`config.mk`:
```
export PLATFORM = sky130hd
export DESIGN_NAME = jstk_spi_responder
export DESIGN_NICKNAME = d
export VERILOG_FILES = /design/src/rtl/jstk_spi_responder.sv
export SDC_FILE = /design/constraint.sdc
export NUM_CORES = 1
export LEC_CHECK = 0
export BUFFER_PORTS_ARGS = -buffer_cell sky130_fd_sc_hd__buf_2
export CAP_MARGIN = 20
export CORE_ASPECT_RATIO = 1.75
export CORE_MARGIN = 5
export CORE_UTILIZATION = 35
export DETAILED_ROUTE_END_ITERATION = 10
export PLACE_DENSITY = 0.61
export SETUP_SLACK_MARGIN = 0.3
export SKIP_LAST_GASP = 1
export SLEW_MARGIN = 20
export SYNTH_ARGS = -nofsm -noshare
export SYNTH_HDL_FRONTEND = slang
export SYNTH_SLANG_ARGS = --single-unit
```
`constraint.sdc`:
```
create_clock -name CLK -period 2 [get_ports CLK]
set_input_delay 0.4 -clock CLK [delete_from_list [all_inputs] [get_ports CLK]]
set_output_delay 0.4 -clock CLK [all_outputs]
set_load 0.02 [all_outputs]
```
`src/rtl/jstk_spi_responder.sv`:
```
// jstk_spi_responder: SPI mode-0 joystick emulator; define JSTK_RESPONDER_SNAPSHOT_EN to freeze X/Y/BTN at frame start.
module jstk_spi_responder #(
  parameter int SYNC_STAGES = 2
) (
  input  logic       CLK,
  input  logic       RST,
  input  logic       SS,
  input  logic       SCLK,
  input  logic       MOSI,
  output logic       MISO,
  input  logic [9:0] X,
  input  logic [9:0] Y,
  input  logic [2:0] BTN,
  output logic [1:0] LED,
  output logic       FRAME_DONE
);
  typedef enum logic [1:0] {IDLE, SHIFT, DONE} state_t;
  state_t state_q, state_d;
  logic [SYNC_STAGES-1:0] ss_sync_q, ss_sync_d, sclk_sync_q, sclk_sync_d, mosi_sync_q, mosi_sync_d;
  logic [SYNC_STAGES:0] flush_q, flush_d;
  logic ss_prev_q, ss_prev_d, sclk_prev_q, sclk_prev_d, armed_q, armed_d;
  logic [2:0] bit_q, bit_d, byte_q, byte_d;
  logic [7:0] tx_q, tx_d, rx_q, rx_d;
  logic miso_q, miso_d, done_q, done_d;
  logic [1:0] led_q, led_d;
  logic ss_s, sclk_s, mosi_s, ss_fall_ok, ss_rise, sclk_rise, sclk_fall;
  logic [9:0] src_x, src_y;
  logic [2:0] src_b;
  function automatic logic [7:0] tx_byte(input logic [2:0] idx, input logic [9:0] x, input logic [9:0] y,
                                         input logic [2:0] b);
    return idx == 3'd0 ? x[7:0] : idx == 3'd1 ? {6'b0, x[9:8]} : idx == 3'd2 ? y[7:0] :
           idx == 3'd3 ? {6'b0, y[9:8]} : {5'b0, b};
  endfunction
  assign ss_s       = ss_sync_q[SYNC_STAGES-1];
  assign sclk_s     = sclk_sync_q[SYNC_STAGES-1];
  assign mosi_s     = mosi_sync_q[SYNC_STAGES-1];
  // A falling SS only starts a frame once SS has been seen high after reset.
  assign ss_fall_ok = ss_prev_q & ~ss_s & armed_q;
  assign ss_rise    = ~ss_prev_q & ss_s;
  assign sclk_rise  = ~sclk_prev_q & sclk_s;
  assign sclk_fall  = sclk_prev_q & ~sclk_s;
`ifdef JSTK_RESPONDER_SNAPSHOT_EN
  logic [22:0] snap_q, snap_d;
  assign snap_d = (ss_fall_ok && state_q == IDLE) ? {X, Y, BTN} : snap_q;
  assign {src_x, src_y, src_b} = snap_q;
  always_ff @(posedge CLK) snap_q <= !RST ? 23'd0 : snap_d;
`else
  assign src_x = X;
  assign src_y = Y;
  assign src_b = BTN;
`endif
  always_comb begin
    ss_sync_d   = {ss_sync_q[SYNC_STAGES-2:0], SS};
    sclk_sync_d = {sclk_sync_q[SYNC_STAGES-2:0], SCLK};
    mosi_sync_d = {mosi_sync_q[SYNC_STAGES-2:0], MOSI};
    ss_prev_d   = ss_s;
    sclk_prev_d = sclk_s;
    flush_d     = {flush_q[SYNC_STAGES-1:0], 1'b1};
    armed_d     = armed_q | (flush_q[SYNC_STAGES] & ss_s);
    state_d     = state_q;
    bit_d       = bit_q;
    byte_d      = byte_q;
    tx_d        = tx_q;
    rx_d        = rx_q;
    miso_d      = miso_q;
    led_d       = led_q;
    done_d      = 1'b0;
    if (ss_rise) begin
      state_d = IDLE;
      bit_d   = 3'd0;
      byte_d  = 3'd0;
      miso_d  = 1'b0;
    end else if (ss_fall_ok && state_q == IDLE) begin
      state_d = SHIFT;
      bit_d   = 3'd0;
      byte_d  = 3'd0;
      tx_d    = tx_byte(3'd0, X, Y, BTN);
      miso_d  = X[7];
    end else if (state_q == SHIFT && sclk_rise) begin
      rx_d  = {rx_q[6:0], mosi_s};
      bit_d = bit_q + 3'd1;
      if (bit_q == 3'd7) begin
        if (byte_q == 3'd0 && rx_d[7:2] == 6'b100000) led_d = rx_d[1:0];
        if (byte_q == 3'd4) begin
          state_d = DONE;
          done_d  = 1'b1;
          miso_d  = 1'b0;
        end else begin
          byte_d = byte_q + 3'd1;
          tx_d   = tx_byte(byte_d, src_x, src_y, src_b);
        end
      end
    end else if (state_q == SHIFT && sclk_fall) begin
      miso_d = tx_q[~bit_q];
    end
  end
  always_ff @(posedge CLK) begin
    if (!RST) begin
      ss_sync_q   <= '1;
      sclk_sync_q <= '0;
      mosi_sync_q <= '0;
      ss_prev_q   <= 1'b1;
      sclk_prev_q <= 1'b0;
      flush_q     <= '0;
      armed_q     <= 1'b0;
      state_q     <= IDLE;
      bit_q       <= 3'd0;
      byte_q      <= 3'd0;
      tx_q        <= 8'd0;
      rx_q        <= 8'd0;
      miso_q      <= 1'b0;
      led_q       <= 2'b00;
      done_q      <= 1'b0;
    end else begin
      ss_sync_q   <= ss_sync_d;
      sclk_sync_q <= sclk_sync_d;
      mosi_sync_q <= mosi_sync_d;
      ss_prev_q   <= ss_prev_d;
      sclk_prev_q <= sclk_prev_d;
      flush_q     <= flush_d;
      armed_q     <= armed_d;
      state_q     <= state_d;
      bit_q       <= bit_d;
      byte_q      <= byte_d;
      tx_q        <= tx_d;
      rx_q        <= rx_d;
      miso_q      <= miso_d;
      led_q       <= led_d;
      done_q      <= done_d;
    end
  end
  assign MISO       = miso_q;
  assign LED        = led_q;
  assign FRAME_DONE = done_q;
endmodule

```
==> results of run 1 <==
[metal layers]
metal  part of all wire  vias to the layer above  global-route usage
met5                  0                        -                   0
met4              0.049                        0              0.0867
met3              0.050                       15              0.0335
met2               0.53                       44               0.242
met1               0.38                      822               0.145
li1                   -                      856                   -
[metrics by stage]
stage | power [mW] | cell area (um^2) | hold WS (ns) | worst slack, ns | utilization
finish | 1.42 | 2550 | 0.279 | 0.351 | 0.457
detailed placement | 0.898 | 2270 | 0.397 | 0.140 | 0.407
global placement | 0.897 | 2270 | 0.387 | 0.192 | 0.407
CTS | 1.43 | 2430 | 0.273 | 0.277 | 0.436
global route | 1.47 | 2550 | 0.277 | 0.239 | 0.457
floorplan | 0.854 | 2030 | 0.386 | 0.329 | -
[worst min-delay path by stage]
stage,slack (ns),startpoint,cells after the start,end
global route,0.28,SS,2,ss_sync_q[0]
floorplan,0.39,ss_sync_q[0],1,ss_sync_q[1]
CTS,0.27,SS,2,ss_sync_q[0]
global placement,0.39,ss_sync_q[0],1,ss_sync_q[1]
finish,0.28,SS,2,ss_sync_q[0]
detailed placement,0.40,ss_sync_q[0],1,ss_sync_q[1]
[registers in the layout, indices dropped and copies added, names as in the netlist]
register / flops
ss_prev_q: 1
ss_sync_q: 2
flush_q: 3
sclk_sync_q: 2
MISO: 1
FRAME_DONE: 1
LED: 2
rx_q: 7
state_q: 2
armed_q: 1
mosi_sync_q: 2
bit_q: 3
tx_q: 8
byte_q: 3
sclk_prev_q: 1
[report_power, final]
part           internal (mW)  leakage [nW]  total [mW]  switching [mW]
sequential             0.786         0.319       0.792         0.00620
combinational         0.0442         0.575      0.0889          0.0447
clock                  0.244        0.0412       0.534           0.291
total                   1.07         0.935        1.42           0.341
[cells by family (layout without fill, tap and decap cells)]
| group | after synthesis | after routing | synth area share |
|---|---|---|---|
| XOR/XNOR | 4 | 4 | 0.0247 |
| flip-flops | 39 | 39 | 0.385 |
| AO/OA/AOI/OAI | 47 | 47 | 0.193 |
| buffers and inverters | 23 | 70 | 0.0642 |
| adder cells (fa/ha/maj) | 7 | 7 | 0.0432 |
| AND/OR/NAND/NOR | 80 | 80 | 0.233 |
| multiplexers | 9 | 9 | 0.0568 |
[worst max-delay path, cell delays in order (launching register included)]
cell and delay, ns:
dfxtp_4 0.40, ha_4 0.21, xor2_4 0.25, o22ai_4 0.15, buf_6 0.15, a311oi_2 0.25, o22ai_1 0.12
[layout make-up]
| class | count | area (um^2) |
|---|---|---|
| Fill cell | 593 | 3030 |
| Clock inverter | 2 | 12.5 |
| Clock buffer | 6 | 72.6 |
| Inverter | 13 | 48.8 |
| Tap cell | 76 | 95.1 |
| Multi-Input combinational cell | 147 | 1230 |
| Sequential cell | 39 | 790 |
| Timing Repair Buffer | 49 | 307 |
[timing repair]
item / in CTS / in global routing
hold buffers: 0 / 0
gates resized for setup: 13 / 15
setup endpoints to repair: 10 / 12
setup buffers: 2 / 6
pin swaps: 1 / 6
[placed cells by master, fill, tap and decap left out, drive strengths merged, types with 7 or more instances in the layout]
cell,Yosys,routed
dfxtp,39,39
nor2,16,16
buf,8,49
nand2b,7,7
ha,7,7
inv,12,12
mux2i,7,7
nand3,8,8
a21oi,9,9
a221oi,12,12
nand2,14,14
and2,7,7
==> run metrics, run 1 <==
DIE AREA=7470 um^2; Wirelength per Cell=15.4 um; root buf cell=clkbuf_8; die height=around 110 um; post-synth top area cell=dfxtp_1; fin cells=between 300 and 400; Final min period=between 1.5 and 2 ns; RSZ-0062 raised after global routing=true; Max Cap Viol=0; H-tree levels=2; cells taking the most area after synthesis=dfxtp_1 39%, a221oi_1 5.2%, ha_1 4.3%; # rows=36; endpoint class of the critical path=flop; Post-Syn Area=2030 um^2; Peak VDD IR=0.000372 V; largest net degree at the start of global routing=17; nets=just under 300; Area Overhead vs Synth=26.0%; vias in the first global route=1728; clock buffer depth=2; top-count cell post-synth=dfxtp_1; DRC errors left=0; Synth cell types=between 50 and 60; number of routed nets with antenna violations=0; setup-violating endpoint count in the final report=0; final slew viol count=0; Port Buf Inserts=31; Max-slew headroom=0.723; FMAX=606 MHz; GP Congestion=0.844; Via Count=1737; IO Pins=32; P_leak=between 0.9 and 1 nW; worst slew pin tran=between 0.4 and 0.5 ns; Setup crit start kind=flop; critical path startpoint=byte_q[0]; share of the synthesized area in the top cell type=0.385; ANT cells=0; Overall Global Routing Usage=0.140; core area=5590 um^2; Synth Instances=209; pwr/cell area=554 nW/um^2; R2R cell count=6; total gr overflow=0; critical path fanouts, max=8; RR Endpoint=tx_q[1]; Vias/cell=between 5 and 6; setup TNS=0 ns; clock sink total=39; Avg Synthesized Cell Area=9.70 um^2; fraction of registers with async set/reset=0; Seq/Total Area, Yosys=0.385; Post-Route WL=5120 um; CTS tree=built; commonest cells in the netlist=39 x dfxtp_1, 15 x nor2_1, 14 x nand2_1; antenna violations before repair=0; worst reg2reg path startpoint=byte_q[0]; Horiz. Die Dim=slightly below 70 um; Tcrit/Tclk final=0.825; top_reg_cell synth=dfxtp_1; Starting Density=0.363; EDFF count, synth=0; Clock Latency Late Sink=0.30 ns; Hold Path Class=in -> reg; Final Hold Vio Count=0; Clock Skew=0.00399 ns; global-route wire length before repair=7980 um; Worst Setup EP=tx_q[1]; CP Class=reg -> reg; Final HPWL DP=about 3900 um; layout cells sized above 1=0.340; Yosys reg bits=39; Num CTS Buffers=5; reg2reg setup slack=0.35 ns; Worst EP required=~2.2 ns; First DRT Iteration DRCs=around 110; Yosys warnings=0; drt first pass iters=4; Worst EP arrival=1.83 ns; clock-pin slew of the registers on the worst-case setup and hold paths=around 0.080 ns; syn nets=244; outcome=complete, no violations; Post-Place Cells=between 300 and 400
(Power assumes the default switching activity.)
==> inputs of run 2 (changes only) <==
- PLACE_DENSITY: 0.61 -> 0.63
- clock period: 2 -> 1.5 ns (I/O delays scaled with it)
==> run 2 against run 1 <==
Effect of this change:
- the flow now finishes with violations (setup timing)
- setup slack worse by 0.46 ns
- clock skew is 0.0049 ns higher
- maximum frequency increased by 2.4%
- non-clock buffer count rose by 31
- combinational power grew 63%
- critical endpoint is now tx_q[0]
- largest cell class unchanged
==> run metrics, run 2 (synthesis results as in run 1) <==
outcome=finished with violations; failing checks=setup timing; final slew viol count=0; final design utilization=0.546; root buf cell=clkbuf_8; ANT cells=0; Internal=between 1.5 and 2 mW; drt first pass iters=6; CTS tree=built; hold path endpoint=ss_sync_q[0]; Largest register FFs=8; R2R cell count=5; Hold Path Class=in -> reg; Reg with most FFs=tx_q; Starting Density=0.363; number of routed nets with antenna violations=0; RR Endpoint=tx_q[0]; Final min period=1.61 ns; endpoint class of the critical path=flop; GP Congestion=about 0.82; cell count of the worst hold path=2; Max-slew headroom=0.665; Cell Chain, Critical Path=ha_4, xor2_4, o32a_1, a311oi_2, o22ai_1; FF/Latch Area=approximately 800 um^2; Overall Global Routing Usage=0.154; total gr overflow=0; pwr/cell area=between 600 and 700 nW/um^2; Total Power=2.00 mW; DRC errors left=0; IO Pins=32; hold_sp=SS; fillers=496; most common cell after layout, fill and taps aside=buf_4; core area=about 5600 um^2; reg2reg setup slack=-0.11 ns; Slowest cell on crit path=dfxtp_4; net load switching power=463 uW; worst reg2reg path startpoint=byte_q[1]; Post-Route WL=between 5000 and 6000 um; Area Overhead vs Synth=50.4%; global-route wire length before repair=8870 um; die height=111 um; Worst EP required=1.68 ns; DIE AREA=7470 um^2; fin cells=364; Setup crit start kind=flop; hold buffers post-CTS=0; Max Cap Viol=0; Vias/cell=5.14; Num CTS Buffers=5; vias in the first global route=1902; logic gate share of total power=0.072; Clock Latency Late Sink=0.30 ns; most frequent cells in the layout=39 x buf_4, 32 x dfxtp_1, 31 x buf_2; worst slew pin tran=0.501 ns; RSZ-0062 raised after global routing=true; antenna violations before repair=0; fin worst setup slack=-0.111 ns; Worst EP arrival=around 1.8 ns; Horiz. Die Dim=67.5 um; Post-Place Cells=342; Top Registers=tx_q: 8 flops, rx_q: 7 flops; Clock Skew=0.00887 ns; nets=around 320; clock-pin slew of the registers on the worst-case setup and hold paths=0.08 ns; Wirelength per Cell=15.4 um; sequential share of power=0.524; multi-input logic area=1430 um^2; critical path fanouts, max=6; setup-violating endpoint count in the final report=7; # rows=36; largest net degree at the start of global routing=17; H-tree levels=2; CP max stage delay=0.37 ns; P_leak=1.14 nW; clock sink total=39; Peak VDD IR=just over 0.0005 V; pre-CTS worst setup slack=-0.181 ns; CP Class=reg -> reg; clock buffer depth=2; Final HPWL DP=a little over 4000 um; Via Count=between 1.5k and 2k; clock power share=0.404; sum of buffers and inverters on the critical path=0; layout cells sized above 1=0.545; FMAX=621 MHz; switching part of the total=0.231; Final Hold Vio Count=0; Port Buf Inserts=31; setup TNS=-0.457 ns; First DRT Iteration DRCs=92; top cell family by delay on the critical path=compound AO/OA/AOI/OAI gates; Tcrit/Tclk final=1.07
[run 2: cell count changes in the layout (fill, tap and decap cells not counted), sizes merged]
cell	previous run	this run
buf	49	80
clkinv	2	3
clkinvlp	1	0
o22ai	5	6
[run 2: layout make-up]
| type | count | area share |
|---|---|---|
| Clock buffer | 6 | 0.0308 |
| Multi-Input combinational cell | 148 | 0.468 |
| Sequential cell | 39 | 0.263 |
| Tap cell | 76 | 0.0312 |
| Clock inverter | 2 | 0.00452 |
| Inverter | 13 | 0.0160 |
| Timing Repair Buffer | 80 | 0.187 |
[run 2: worst register-to-register path, delay by kind of cell, from the launching register on]
family	cells	cell delay, ns
flops	1	0.37
fa+ha+maj	1	0.20
xor+xnor	1	0.19
compound gates	3	0.74
[run 2: worst max-delay path by stage]
stage,from,end,slack [ns],cells after the start
after floorplan,byte_q[0],tx_q[0],-0.03,5
after global placement,byte_q[0],tx_q[1],-0.17,5
after detailed placement,byte_q[0],tx_q[1],-0.18,6
after CTS,byte_q[1],tx_q[0],-0.12,5
after global routing,byte_q[1],tx_q[0],-0.20,6
final,byte_q[1],tx_q[0],-0.11,5
[run 2: what timing repair did]
action | CTS | global route
endpoints found under the setup margin | 27 | 27
cloned | 1 | 0
pin swaps | 23 | 18
gates resized for setup | 39 | 26
buffers inserted | 8 | 5
[run 2: through the flow]
| step | cell area [um^2] | hold slack [ns] |
|---|---|---|
| 2_1_floorplan | 2100 | 0.328 |
| 3_3_place_gp | 2550 | 0.390 |
| 3_5_place_dp | 2550 | 0.392 |
| 4_1_cts | 2890 | 0.179 |
| 5_1_grt | 3050 | 0.199 |
| 6_report | 3050 | 0.186 |
[run 2: layer usage]
layer,global-route usage,share of wire
met1,0.165,0.36
met4,0.0705,0.029
met5,0,0
met2,0.277,0.57
met3,0.0284,0.045
[run 2: power by group through the flow]
| stage | registers (mW) | clock network, mW | logic, mW |
|---|---|---|---|
| floorplan | 1.08 | 0 | 0.0588 |
| global placement | 1.08 | 0 | 0.125 |
| detailed placement | 1.08 | 0 | 0.126 |
| CTS | 1.05 | 0.841 | 0.134 |
| global route | 1.05 | 0.883 | 0.158 |
| finish | 1.05 | 0.810 | 0.145 |
==> inputs of run 3 (changes only) <==
- CELL_PAD_IN_SITES_DETAIL_PLACEMENT: unset -> 0
- CELL_PAD_IN_SITES_GLOBAL_PLACEMENT: unset -> 1
- PLACE_DENSITY: 0.63 -> 0.76
==> run 3 against run 2 <==
Effect of this change:
- the flow still finishes with violations (setup timing)
- first-iteration DRC count is 55% lower
- maximum frequency decreased by 3.4%
- clock power grew 19%
- register-to-register slack lost 0.06 ns
- via count grew 0.16%
- largest cell class unchanged
==> run metrics, run 3 (synthesis results as in run 1) <==
outcome=finished with violations; failing checks=setup timing; ANT cells=0; Post-Route WL=5590 um; R2R cell count=5; Final Hold Vio Count=0; Num CTS Buffers=5; pre-CTS worst setup slack=-0.261 ns; fin worst setup slack=-0.168 ns; global-route wire length before repair=8950 um; Wirelength per Cell=15.2 um; RR Endpoint=tx_q[1]; Worst Setup EP=tx_q[1]; final slew viol count=0; largest net degree at the start of global routing=17; Final HPWL DP=approximately 4100 um; fillers=531; Peak VDD IR=0.000787 V; layout cells sized above 1=0.515; Largest register FFs=8; die height=between 100 and 150 um; Setup crit start kind=flop; GP Congestion=about 0.83; Via Count=around 1.9k; critical path fanouts, max=5; Reg with most FFs=tx_q; RSZ-0062 raised after global routing=true; clock buffer depth=2; nets=between 300 and 400; Tcrit/Tclk final=1.11; H-tree levels=2; FMAX=roughly 600 MHz; Final min period=roughly 1.7 ns; Worst EP required=1.68 ns; Vias/cell=~5; Max Cap Viol=0; Overall Global Routing Usage=0.155; Hold Path Class=in -> reg; pwr/cell area=695 nW/um^2; Post-Place Cells=346; vias in the first global route=1962; Clock Latency Late Sink=a little under 0.3 ns; reg2reg setup slack=-0.17 ns; worst reg2reg path startpoint=byte_q[1]; Starting Density=0.363; antenna violations before repair=0; critical path startpoint=byte_q[1]; number of routed nets with antenna violations=0; IO Pins=32; CP Class=reg -> reg; Clock Skew=0.0120 ns; most common cell after layout, fill and taps aside=buf_4; Top Registers=tx_q: 8 flops, rx_q: 7 flops; clock-pin slew of the registers on the worst-case setup and hold paths=around 0.08 ns; root buf cell=clkbuf_8; P_leak=between 1 and 1.5 nW; fin cells=around 370; Max-slew headroom=0.666; endpoint class of the critical path=flop; total gr overflow=0; DIE AREA=7470 um^2; core area=5590 um^2; Worst EP arrival=~1.8 ns; most frequent cells in the layout=41 x buf_4, 31 x dfxtp_1, 31 x buf_2; clock sink total=39; setup-violating endpoint count in the final report=15; Area Overhead vs Synth=53.8%; DRC errors left=0; Port Buf Inserts=31; First DRT Iteration DRCs=41; worst slew pin tran=0.500 ns; CTS tree=built; # rows=36; hold buffers post-CTS=0; Horiz. Die Dim=67.5 um; drt first pass iters=4
## run 3: cell count changes in the layout (fill, tap and decap cells not counted), moves of 2 or more
cell | previous run | this run
nor2_2 | 4 | 0
nor2_1 | 11 | 14
a21oi_1 | 3 | 5
dfxtp_4 | 5 | 3
nand3_2 | 1 | 3
a311oi_2 | 2 | 0
inv_2 | 3 | 1
o22ai_2 | 2 | 0
nand2_2 | 2 | 0
dfxtp_2 | 2 | 5
buf_4 | 39 | 41
a311oi_4 | 0 | 2
buf_12 | 1 | 3
a221oi_4 | 0 | 2
## run 3: stage by stage
stage	setup TNS, ns	area [um^2]	total power, mW	hold slack [ns]	util
after floorplan	-0.0464	2100	1.14	0.328	-
after global placement	-0.829	2600	1.21	0.389	0.465
after detailed placement	-1.07	2600	1.21	0.405	0.465
after CTS	-1.03	2960	2.19	0.176	0.530
after global routing	-2.58	3120	2.24	0.190	0.558
final	-1.32	3120	2.17	0.185	0.558
## run 3: critical path: stages, from the launching register on
cell      delay [ns]
dfxtp_4         0.38
ha_4            0.19
xor2_4          0.20
o32a_1          0.37
a311oi_4        0.30
o22ai_1         0.10
## run 3: layout make-up
cell class	count	area (um^2)	share of cell area
Sequential cell	39	798	0.256
Multi-Input combinational cell	147	1420	0.456
Tap cell	76	95.1	0.0305
Clock buffer	7	97.6	0.0313
Timing Repair Buffer	84	624	0.200
Inverter	13	51.3	0.0165
Clock inverter	1	30.0	0.00963
## run 3: worst min-delay path by stage
stage | from | to | slack (ns) | depth (start not counted)
after floorplan | RST | flush_q[0] | 0.33 | 0
after detailed placement | ss_sync_q[0] | ss_sync_q[1] | 0.41 | 1
after CTS | SS | ss_sync_q[0] | 0.18 | 2
after global routing | SS | ss_sync_q[0] | 0.19 | 2
after global placement | ss_sync_q[0] | ss_sync_q[1] | 0.39 | 1
final | SS | ss_sync_q[0] | 0.19 | 2
## run 3: routing by layer
| metal | vias to the layer above | part of all wire | global-route usage |
|---|---|---|---|
| li1 | 933 | - | - |
| met1 | 896 | 0.37 | 0.152 |
| met2 | 37 | 0.57 | 0.289 |
| met3 | 9 | 0.037 | 0.0325 |
| met4 | 0 | 0.023 | 0.0745 |
| met5 | - | 0 | 0 |
## run 3: timing repair
item,CTS,global route
buffers inserted,7,6
resized for setup,41,18
gates cloned,0,0
endpoints found under the setup margin,27,27
pin swaps,14,22
## run 3: report_power, final
group | internal [mW] | switching, mW | total [mW]
Sequential | 1.05 | 0.00747 | 1.05
Clock | 0.598 | 0.364 | 0.962
Combinational | 0.0754 | 0.0756 | 0.151
